### src/rtl/sram_access_arbiter.sv
// Round-robin arbiter and access sequencer between a write port and a read port
// sharing one asynchronous 16-bit SRAM. Optional counters: define SRAM_ARB_STATS_EN.
//
// state      | meaning
// S_IDLE     | bus turnaround; both requests sampled, grant issued here
// S_WR       | WE_N low, DQ driven, WR_CYC cycles
// S_WR_END   | WE_N high, DQ still driven for hold, write ack
// S_RD       | OE_N low, DQ tristate, RD_WAIT cycles, capture on last
// S_RD_DONE  | OE_N high, read data valid pulse
module sram_access_arbiter #(
  parameter int ADDR_W  = 20,
  parameter int DATA_W  = 16,
  parameter int WR_CYC  = 2,
  parameter int RD_WAIT = 2
) (
  input  logic              i_clk,
  input  logic              i_rst,
  input  logic              i_wr_req,
  input  logic [ADDR_W-1:0] i_wr_addr,
  input  logic [DATA_W-1:0] i_wr_data,
  output logic              o_wr_ack,
  input  logic              i_rd_req,
  input  logic [ADDR_W-1:0] i_rd_addr,
  output logic [DATA_W-1:0] o_rd_data,
  output logic              o_rd_valid,
  output logic [ADDR_W-1:0] o_sram_addr,
  output logic [DATA_W-1:0] o_sram_dq_out,
  output logic              o_sram_dq_oe,
  input  logic [DATA_W-1:0] i_sram_dq_in,
  output logic              o_sram_we_n,
  output logic              o_sram_oe_n,
  output logic              o_sram_ce_n,
  output logic              o_sram_lb_n,
  output logic              o_sram_ub_n,
  output logic              o_busy
`ifdef SRAM_ARB_STATS_EN
  ,
  output logic [15:0]       o_wr_count,
  output logic [15:0]       o_rd_count
`endif
);

  localparam int MAX_CYC = (WR_CYC > RD_WAIT) ? WR_CYC : RD_WAIT;
  localparam int CNT_W   = (MAX_CYC > 1) ? $clog2(MAX_CYC) : 1;
  localparam logic [CNT_W-1:0] WR_LOAD = CNT_W'(WR_CYC - 1);
  localparam logic [CNT_W-1:0] RD_LOAD = CNT_W'(RD_WAIT - 1);

  typedef enum logic [2:0] {
    S_IDLE,
    S_WR,
    S_WR_END,
    S_RD,
    S_RD_DONE
  } state_t;

  state_t            state_q, state_d;
  logic [CNT_W-1:0]  cnt_q, cnt_d;
  logic              last_wr_q;
  logic [ADDR_W-1:0] addr_q;
  logic [DATA_W-1:0] data_q;
  logic [DATA_W-1:0] rd_data_q;
  logic              grant_wr, grant_rd, capture;

  always_ff @(posedge i_clk) begin
    if (i_rst) begin
      state_q   <= S_IDLE;
      cnt_q     <= '0;
      last_wr_q <= 1'b0;
      addr_q    <= '0;
      data_q    <= '0;
      rd_data_q <= '0;
    end else begin
      state_q <= state_d;
      cnt_q   <= cnt_d;
      // Requester inputs are only looked at in the grant cycle.
      if (grant_wr) begin
        addr_q    <= i_wr_addr;
        data_q    <= i_wr_data;
        last_wr_q <= 1'b1;
      end
      if (grant_rd) begin
        addr_q    <= i_rd_addr;
        last_wr_q <= 1'b0;
      end
      if (capture) begin
        rd_data_q <= i_sram_dq_in;
      end
    end
  end

  always_comb begin
    state_d      = state_q;
    cnt_d        = cnt_q;
    grant_wr     = 1'b0;
    grant_rd     = 1'b0;
    capture      = 1'b0;
    o_sram_we_n  = 1'b1;
    o_sram_oe_n  = 1'b1;
    o_sram_dq_oe = 1'b0;
    o_wr_ack     = 1'b0;
    o_rd_valid   = 1'b0;
    case (state_q)
      S_IDLE: begin
        // Contention goes to whichever port lost the previous grant.
        if (i_wr_req && (!i_rd_req || !last_wr_q)) begin
          grant_wr = 1'b1;
          cnt_d    = WR_LOAD;
          state_d  = S_WR;
        end else if (i_rd_req) begin
          grant_rd = 1'b1;
          cnt_d    = RD_LOAD;
          state_d  = S_RD;
        end
      end
      S_WR: begin
        o_sram_we_n  = 1'b0;
        o_sram_dq_oe = 1'b1;
        if (cnt_q == '0) begin
          state_d = S_WR_END;
        end else begin
          cnt_d = cnt_q - CNT_W'(1);
        end
      end
      S_WR_END: begin
        o_sram_dq_oe = 1'b1;
        o_wr_ack     = 1'b1;
        state_d      = S_IDLE;
      end
      S_RD: begin
        o_sram_oe_n = 1'b0;
        if (cnt_q == '0) begin
          capture = 1'b1;
          state_d = S_RD_DONE;
        end else begin
          cnt_d = cnt_q - CNT_W'(1);
        end
      end
      S_RD_DONE: begin
        o_rd_valid = 1'b1;
        state_d    = S_IDLE;
      end
      default: state_d = S_IDLE;
    endcase
  end

  assign o_sram_addr   = addr_q;
  assign o_sram_dq_out = data_q;
  assign o_rd_data     = rd_data_q;
  assign o_sram_ce_n   = 1'b0;
  assign o_sram_lb_n   = 1'b0;
  assign o_sram_ub_n   = 1'b0;
  assign o_busy        = (state_q != S_IDLE);

`ifdef SRAM_ARB_STATS_EN
  logic [15:0] wr_count_q, rd_count_q;

  always_ff @(posedge i_clk) begin
    if (i_rst) begin
      wr_count_q <= '0;
      rd_count_q <= '0;
    end else begin
      if (o_wr_ack && (wr_count_q != 16'hFFFF)) begin
        wr_count_q <= wr_count_q + 16'd1;
      end
      if (o_rd_valid && (rd_count_q != 16'hFFFF)) begin
        rd_count_q <= rd_count_q + 16'd1;
      end
    end
  end

  assign o_wr_count = wr_count_q;
  assign o_rd_count = rd_count_q;
`endif

endmodule

### config.mk
export PLATFORM = sky130hd
export DESIGN_NAME = sram_access_arbiter
export DESIGN_NICKNAME = d
export VERILOG_FILES = /design/src/rtl/sram_access_arbiter.sv
export SDC_FILE = /design/constraint.sdc
export NUM_CORES = 1
export LEC_CHECK = 0
export BUFFER_PORTS_ARGS = -buffer_cell sky130_fd_sc_hd__clkbuf_2
export CAP_MARGIN = 20
export CORE_MARGIN = 4
export CORE_UTILIZATION = 45
export DETAILED_ROUTE_END_ITERATION = 8
export GPL_ROUTABILITY_DRIVEN = 0
export GPL_TIMING_DRIVEN = 0
export PLACE_DENSITY = 0.8
export SLEW_MARGIN = 10
export SYNTH_ARGS = -nofsm -noshare
export SYNTH_HDL_FRONTEND = slang
export SYNTH_SLANG_ARGS = --single-unit
### constraint.sdc
create_clock -name i_clk -period 1.8 [get_ports i_clk]
set_clock_uncertainty 0.2 [all_clocks]
set_input_delay 0.36 -clock i_clk [delete_from_list [all_inputs] [get_ports i_clk]]
set_output_delay 0.36 -clock i_clk [all_outputs]
set_load 0.005 [all_outputs]
==> impl_table.tex, run 1 <==
\begin{tabular}{lr}
\hline
Metric & Value \\
\hline
\multicolumn{2}{l}{\textbf{Floorplanning}} \\
\quad Number of ports placed on the die boundary & 137 \\
\quad Total die area & 6970 µm² \\
\quad Horizontal die dimension & 83.5 µm \\
\quad Height of the die & 83.5 µm \\
\quad Initial core utilization & 0.466 \\
\quad Row cnt & 27 \\
\quad Core footprint & 5510 µm² \\
\multicolumn{2}{l}{\textbf{Global routing}} \\
\quad Initial antenna violation count & 0 \\
\quad Global-route wire length before repair & 10600 µm \\
\quad All-Layer GR Usage & 0.182 \\
\quad Via count of the first global-routing pass & 2357 \\
\quad Remaining global-route overflow & 0 \\
\quad Maximum number of pins on one net before global-route repair & 11 \\
\multicolumn{2}{l}{\textbf{Place}} \\
\quad Post-place setup slack & -0.132 ns \\
\quad Detail Placement HPWL & 4980 µm \\
\quad Count of buffers inserted at the top-level ports & 132 \\
\quad Post-place instance area & 3320 µm² \\
\quad Total placed cells including tap cells & 498 \\
\multicolumn{2}{l}{\textbf{Clock network}} \\
\quad Clock tree from TritonCTS & built \\
\quad Maximum number of buffers from clock root to sink & 2 \\
\quad Cell at the root of the clock tree & sky130\_fd\_sc\_hd\_\_clkbuf\_8 \\
\quad Clock slew seen by the registers of the worst setup and hold paths & 0.07 ns \\
\quad Sink count of the clock tree & 57 \\
\quad Later-pin clock latency in the skew report & 0.31 ns \\
\quad Number of clock buffers inserted by TritonCTS & 9 \\
\quad Maximum level of the CTS H-tree & 3 \\
\multicolumn{2}{l}{\textbf{Min path}} \\
\quad Worst min-delay path class & primary input to flop \\
\quad Hold Path Sink & o\_rd\_data[9] \\
\quad Critical hold path startpoint & i\_sram\_dq\_in[9] \\
\quad Worst Hold Path Cells & 3 \\
\multicolumn{2}{l}{\textbf{Layout}} \\
\quad Most frequent cells in the layout & sky130\_fd\_sc\_hd\_\_clkbuf\_2 (133), sky130\_fd\_sc\_hd\_\_dfxtp\_1 (54), sky130\_fd\_sc\_hd\_\_nand2b\_1 (53) \\
\quad Final net count & 516 \\
\quad Cell area after layout & 3570 µm² \\
\quad Final core area utilization & 0.649 \\
\quad Count of filler cells inserted in the layout & 464 \\
\quad Proportion of layout cells with a drive suffix above 1 & 0.391 \\
\quad Most common cell after layout, fill and taps aside & sky130\_fd\_sc\_hd\_\_clkbuf\_2 \\
\quad Area growth from synthesis to layout & 39.4\% \\
\quad Final non-filler cell total & 517 \\
\quad Diodes inserted & 0 \\
\multicolumn{2}{l}{\textbf{Synth}} \\
\quad Count of unique library cells instantiated by Yosys & 31 \\
\quad Number of enable flip-flop cells after synthesis & 0 \\
\quad Sequential element share of the synthesized area & 0.445 \\
\quad Average size of a mapped cell & 8.78 µm² \\
\quad YS warnings & 0 \\
\quad Dominant synthesized flop cell & sky130\_fd\_sc\_hd\_\_dfxtp\_1 \\
\quad Synthesized area & 2560 µm² \\
\quad Fraction of synthesis flops using an asynchronous set or reset pin & 0 \\
\quad Syn Inst Count & 292 \\
\quad Total of flip-flops plus latches after synthesis & 57 \\
\multicolumn{2}{l}{\textbf{Power}} \\
\quad Worst ir drop on vdd & 590 µV \\
\quad Overall power after layout & 3.57 mW \\
\quad Leak Pwr & 1.80 nW \\
\quad PD cells & 999 nW/µm² \\
\multicolumn{2}{l}{\textbf{Setup path}} \\
\quad WP data arrival & 1.20 ns \\
\quad Register-to-register path setup slack & 0.09 ns \\
\quad Cell count of the worst reg-to-reg path & 7 \\
\quad Kind of launch point of the worst setup path & flop \\
\quad Crit Reg-Reg Endpoint & o\_sram\_addr[8] \\
\quad Crit Reg-Reg Startpoint & state\_q[2] \\
\quad Crit-path max FO & 5 \\
\quad Required time at the worst-slack endpoint & 1.24 ns \\
\quad Sort of element at the end of the critical path & output port \\
\quad Setup CP Type & flop to output port \\
\multicolumn{2}{l}{\textbf{STA}} \\
\quad Max Clock Freq & 0.567 GHz \\
\quad Ratio of final minimum period to clock period & 0.979 \\
\quad Count of final hold-check violations & 0 \\
\quad Number of pins with negative max-slew slack in the final report & 0 \\
\quad RSZ-0062 raised after global routing & true \\
\quad Final period demand of the worst path & 1.76 ns \\
\quad Minimum setup slack in the final design & 0.0374 ns \\
\quad Finish-stage setup viols & 0 \\
\multicolumn{2}{l}{\textbf{Routing}} \\
\quad Wire length per cell after detailed routing & 12.7 µm \\
\quad Residual antenna-violating net count after detailed routing & 0 \\
\quad Number of detailed-routing iterations run before antenna repair & 7 \\
\quad Total number of vias & 2473 \\
\quad Total Wirelength & 6560 µm \\
\quad DRC violation total after the first TritonRoute iteration & 125 \\
\quad Residual DRC & 0 \\
\quad Detailed-route vias per instance & 4.78 \\
\multicolumn{2}{l}{\textbf{Run status}} \\
\quad Run status & finished, final reports clean \\
\multicolumn{2}{l}{\textbf{Job}} \\
\quad Max Cap Viol & 0 \\
\hline
\end{tabular}
area by class of cell:
class	count	area, µm²	area share
buffer	26	186	0.0522
clock buffer	14	163	0.0455
clock inverter	2	60.1	0.0168
inverter	40	150	0.0420
multi-input combinational	171	1100	0.308
sequential	57	1140	0.320
tap	72	90.1	0.0252
timing repair buffer	135	678	0.190
sequential cells by signal (all words and copies together), names as in the netlist:
name,cells
o_sram_addr,20
o_rd_data,16
o_sram_dq_out,16
state_q,3
cnt_q,1
last_wr_q,1
routing by layer:
| metal | vias up | global-route usage | part of all wire |
|---|---|---|---|
| met5 | - | 0 | 0 |
| met4 | 0 | 0.0658 | 0.0040 |
| met3 | 4 | 0.0632 | 0.095 |
| met2 | 98 | 0.303 | 0.48 |
| met1 | 1120 | 0.217 | 0.42 |
| li1 | 1251 | - | - |
per-stage QoR:
step           TNS (ns)  hold slack [ns]
6_report              0           0.0646
5_1_grt         -0.0579           0.0520
4_1_cts               0           0.0470
3_5_place_dp      -1.27            0.249
3_3_place_gp      -1.32            0.242
2_1_floorplan         0            0.253
synthesized netlist by cell type (2+ instances only):
master / count / area (µm²)
sky130_fd_sc_hd__buf_2: 7 / 35.0
sky130_fd_sc_hd__inv_1: 40 / 150
sky130_fd_sc_hd__nor3_1: 3 / 15.0
sky130_fd_sc_hd__mux2i_1: 16 / 160
sky130_fd_sc_hd__nor2_1: 6 / 22.5
sky130_fd_sc_hd__buf_6: 5 / 56.3
sky130_fd_sc_hd__nand3_1: 2 / 10.0
sky130_fd_sc_hd__a222oi_1: 19 / 190
sky130_fd_sc_hd__a21oi_1: 18 / 90.1
sky130_fd_sc_hd__buf_4: 5 / 37.5
sky130_fd_sc_hd__nand2b_1: 53 / 332
sky130_fd_sc_hd__dfxtp_1: 57 / 1140
sky130_fd_sc_hd__clkbuf_1: 7 / 26.3
sky130_fd_sc_hd__nand3b_1: 2 / 15.0
sky130_fd_sc_hd__nand2_1: 35 / 131
sky130_fd_sc_hd__and3_1: 2 / 12.5
critical path, stage by stage, from the launching register on:
cell	delay (ns)
sky130_fd_sc_hd__dfxtp_2	0.32
sky130_fd_sc_hd__buf_6	0.13
sky130_fd_sc_hd__nor3_4	0.23
sky130_fd_sc_hd__inv_1	0.08
sky130_fd_sc_hd__clkbuf_2	0.13
where the power goes:
| group | leakage, nW | internal (mW) | switching, mW |
|---|---|---|---|
| registers | 0.470 | 1.41 | 0.0819 |
| logic | 1.22 | 0.396 | 0.346 |
| clock network | 0.111 | 0.858 | 0.474 |
| total | 1.80 | 2.67 | 0.902 |
cell families after synthesis:
family | count (synthesis) | synth area share
compound gates | 40 | 0.119
xor+xnor | 1 | 0.00342
buf+inv | 66 | 0.129
flops | 57 | 0.445
mux | 16 | 0.0625
other cells | 1 | 0.00146
simple gates | 111 | 0.240
worst max path at each step:
stage	from	end	slack, ns	cells past startpoint
after floorplan	state_q[2]	o_sram_dq_out[10]	0.26	6
after global placement	i_rst	state_q[2]	-0.14	4
after detailed placement	i_rst	o_rd_data[11]	-0.13	4
after CTS	state_q[1]	o_busy	0.009	4
after global routing	state_q[1]	o_busy	-0.05	4
final	state_q[1]	o_busy	0.04	4
timing repair:
| item | in CTS | in global routing |
|---|---|---|
| gates resized for setup | 3 | 3 |
| hold buffers | 0 | 0 |
| endpoints found under the hold margin | 0 | 0 |
| setup buffers | 1 | 0 |
| cloned | 0 | 2 |
| setup endpoints to repair | 2 | 14 |
| pin swaps | 1 | 4 |
Power figures use the tool's default switching activity.
==> inputs of run 2 (changes only) <==
==> constraint.sdc (replaced) <==
create_clock -name i_clk -period 1.8 [get_ports i_clk]
set_clock_uncertainty 0.2 [all_clocks]
set_input_delay 0.18 -clock i_clk [delete_from_list [all_inputs] [get_ports i_clk]]
set_output_delay 0.18 -clock i_clk [all_outputs]
set_load 0.005 [all_outputs]
==> run 2 against run 1 <==
Setup slack improved by 0.052 ns. Cell count increased by 14%. Clock power about the same. Maximum frequency increased by 3.0%. Non-clock buffer count increased by 70. Sequential share of layout area decreased by 5.5 points. Sequential power about the same. Clock-buffer cell count unchanged. Largest power group unchanged.
==> impl_table.tex, run 2 (synthesis results as in run 1) <==
\begin{tabular}{lr}
\hline
Metric & Value \\
\hline
\multicolumn{2}{l}{\textbf{Layout}} \\
\quad Final core area utilization & 0.782 (+0.133) \\
\quad Flip-flop count of the largest register after layout & 20 (unchanged) \\
\quad Proportion of layout cells with a drive suffix above 1 & 0.326 (-0.0648) \\
\quad Most frequent cells in the layout & sky130\_fd\_sc\_hd\_\_clkbuf\_2 (132), sky130\_fd\_sc\_hd\_\_dlygate4sd3\_1 (72), sky130\_fd\_sc\_hd\_\_dfxtp\_1 (57) \\
\quad Area of the multi-input gates & 1100 µm² (+0.23\%) \\
\quad Count of filler cells inserted in the layout & 358 (-23\%) \\
\quad Cell area after layout & 4310 µm² (+20\%) \\
\quad Final net count & 586 (+14\%) \\
\quad FF/Latch Area & 1140 µm² (-0.33\%) \\
\quad Diodes inserted & 0 (unchanged) \\
\quad Most common cell after layout, fill and taps aside & sky130\_fd\_sc\_hd\_\_clkbuf\_2 \\
\quad Area growth from synthesis to layout & 68.0\% \\
\multicolumn{2}{l}{\textbf{Floorplanning}} \\
\quad Total die area & 6970 µm² (unchanged) \\
\quad Number of ports placed on the die boundary & 137 (unchanged) \\
\quad Initial core utilization & 0.466 (unchanged) \\
\quad Horizontal die dimension & 83.5 µm (unchanged) \\
\quad Height of the die & 83.5 µm (unchanged) \\
\quad Row cnt & 27 (unchanged) \\
\quad Core footprint & 5510 µm² (unchanged) \\
\multicolumn{2}{l}{\textbf{Job}} \\
\quad Max Cap Viol & 0 (unchanged) \\
\multicolumn{2}{l}{\textbf{Min path}} \\
\quad Hold Path Sink & o\_sram\_addr[18] \\
\quad Worst min-delay path class & primary input to flop \\
\quad Critical hold path startpoint & i\_rd\_addr[18] \\
\quad Worst Hold Path Cells & 3 (unchanged) \\
\multicolumn{2}{l}{\textbf{STA}} \\
\quad Count of final hold-check violations & 0 (unchanged) \\
\quad Finish-stage setup viols & 0 (unchanged) \\
\quad Number of pins with negative max-slew slack in the final report & 0 (unchanged) \\
\quad Final period demand of the worst path & 1.71 ns (-0.0517 ns) \\
\quad Max Clock Freq & 0.584 GHz (+3.0\%) \\
\quad Ratio of final minimum period to clock period & 0.951 (-0.0287) \\
\multicolumn{2}{l}{\textbf{Setup path}} \\
\quad Setup CP Type & flop to output port \\
\quad Combined buffer and inverter count along the critical path & 4 (+1) \\
\quad Register-to-register path setup slack & 0.09 ns (about the same) \\
\quad Cell with the largest stage delay on the worst path & sky130\_fd\_sc\_hd\_\_dfxtp\_1 \\
\quad Cell with the most instances on the worst path & sky130\_fd\_sc\_hd\_\_buf\_4 \\
\quad Required time at the worst-slack endpoint & 1.42 ns (+0.18 ns) \\
\quad Sort of element at the end of the critical path & output port \\
\quad Kind of launch point of the worst setup path & flop \\
\quad Crit-path max FO & 10 (+5) \\
\quad Largest stage delay on the critical path & 0.30 ns (-0.02 ns) \\
\quad Crit Reg-Reg Startpoint & state\_q[1] \\
\quad Cell count of the worst reg-to-reg path & 6 (-1) \\
\quad Series of cell instances along the critical path & buf\_4 > nor3\_4 > buf\_4 > inv\_1 > clkbuf\_2 \\
\quad Crit Reg-Reg Endpoint & o\_sram\_dq\_out[6] \\
\quad WP data arrival & 1.33 ns (+0.13 ns) \\
\quad Family of cells with the greatest summed delay on the critical path & buffers and inverters \\
\multicolumn{2}{l}{\textbf{Global routing}} \\
\quad Global-route wire length before repair & 13700 µm (+29\%) \\
\quad Initial antenna violation count & 0 (unchanged) \\
\quad All-Layer GR Usage & 0.235 (+0.0525) \\
\quad Via count of the first global-routing pass & 2924 (+24\%) \\
\quad Remaining global-route overflow & 0 (unchanged) \\
\quad Maximum number of pins on one net before global-route repair & 11 (unchanged) \\
\multicolumn{2}{l}{\textbf{Clock network}} \\
\quad Maximum level of the CTS H-tree & 3 (unchanged) \\
\quad Maximum number of buffers from clock root to sink & 2 (unchanged) \\
\quad Sink count of the clock tree & 57 (unchanged) \\
\quad Clock slew seen by the registers of the worst setup and hold paths & 0.07 ns (about the same) \\
\quad Clock tree from TritonCTS & built \\
\quad Later-pin clock latency in the skew report & 0.32 ns (about the same) \\
\quad Number of clock buffers inserted by TritonCTS & 9 (unchanged) \\
\quad Cell at the root of the clock tree & sky130\_fd\_sc\_hd\_\_clkbuf\_8 \\
\multicolumn{2}{l}{\textbf{Power}} \\
\quad Worst ir drop on vdd & 566 µV (-4.1\%) \\
\quad Internal power summed over all cells & 2.78 mW (+4.2\%) \\
\quad Leak Pwr & 2.10 nW (+17\%) \\
\quad PD cells & 866 nW/µm² (-13\%) \\
\quad Relative contribution of combinational cells to total power & 0.241 (+0.033) \\
\quad Net switching share of the total power & 0.255 (+0.00257) \\
\quad P\_sw & 0.952 mW (+5.6\%) \\
\quad Portion of total power attributed to sequential cells & 0.402 (-0.017) \\
\quad Clock power share & 0.356 (-0.017) \\
\multicolumn{2}{l}{\textbf{Routing}} \\
\quad Total number of vias & 2869 (+16\%) \\
\quad Residual antenna-violating net count after detailed routing & 0 (unchanged) \\
\quad Detailed-route vias per instance & 4.89 (+2.2\%) \\
\quad DRC violation total after the first TritonRoute iteration & 122 (-2.4\%) \\
\quad Number of detailed-routing iterations run before antenna repair & 6 (-1) \\
\quad Residual DRC & 0 (unchanged) \\
\quad Total Wirelength & 8400 µm (+28\%) \\
\quad Wire length per cell after detailed routing & 14.3 µm (+13\%) \\
\multicolumn{2}{l}{\textbf{Place}} \\
\quad Detail Placement HPWL & 4980 µm (unchanged) \\
\quad Post-place instance area & 3320 µm² (unchanged) \\
\quad Count of buffers inserted at the top-level ports & 132 (unchanged) \\
\multicolumn{2}{l}{\textbf{Run status}} \\
\quad Run status & finished, final reports clean \\
\hline
\end{tabular}
==> run 2: metrics by stage <==
stage	TNS (ns)	worst slack [ns]	hold slack (ns)	power, mW	instances
final	0	0.0891	0.112	3.73	587
after global routing	-0.0513	-0.0260	0.122	3.91	587
after CTS	0	0.0700	0.0958	3.71	587
after detailed placement	0	0.0476	0.209	2.25	498
after global placement	0	0.0417	0.202	2.23	498
after floorplan	0	0.255	0.116	1.93	294
==> run 2: worst register-to-register path, stage by stage, from the launching register on <==
cell and delay [ns]:
sky130_fd_sc_hd__dfxtp_1 0.30, sky130_fd_sc_hd__buf_4 0.16, sky130_fd_sc_hd__nor3_4 0.25, sky130_fd_sc_hd__and3_4 0.23
sky130_fd_sc_hd__buf_12 0.13, sky130_fd_sc_hd__buf_12 0.14, sky130_fd_sc_hd__mux2i_1 0.21
==> run 2: layout make-up <==
| type | count | area share |
|---|---|---|
| multi-input combinational | 171 | 0.257 |
| clock buffer | 14 | 0.0378 |
| clock inverter | 2 | 0.0139 |
| inverter | 40 | 0.0349 |
| tap | 72 | 0.0209 |
| timing repair buffer | 205 | 0.324 |
| sequential | 57 | 0.265 |
| buffer | 26 | 0.0468 |
==> run 2: timing repair <==
item,in CTS,in global routing
hold buffers,73,0
gates resized for setup,0,10
setup endpoints to repair,0,4
endpoints found under the hold margin,54,0
buffers inserted,0,1
==> run 2: how the worst max path moves through the flow <==
stage	from	to	cells past startpoint
after floorplan	state_q[2]	o_sram_dq_out[10]	6
after global placement	i_rst	state_q[2]	4
after detailed placement	i_rst	o_rd_data[11]	4
after CTS	state_q[2]	o_sram_dq_out[6]	6
after global routing	state_q[1]	o_sram_addr[16]	5
final	state_q[1]	o_busy	5
==> run 2: routing by layer <==
layer  vias to the layer above  global-route usage  share of wire
li1                       1390                   -              -
met1                      1349               0.269           0.40
met2                       124               0.420           0.51
met3                         6              0.0691          0.082
met4                         0              0.0716         0.0064
met5                         -                   0              0
==> run 2: power by group through the flow <==
stage	Clock, mW	Combinational (mW)	Sequential [mW]
6_report	1.33	0.901	1.50
5_1_grt	1.42	0.977	1.52
4_1_cts	1.36	0.858	1.49
3_5_place_dp	0	0.731	1.52
3_3_place_gp	0	0.718	1.51
2_1_floorplan	0	0.403	1.53
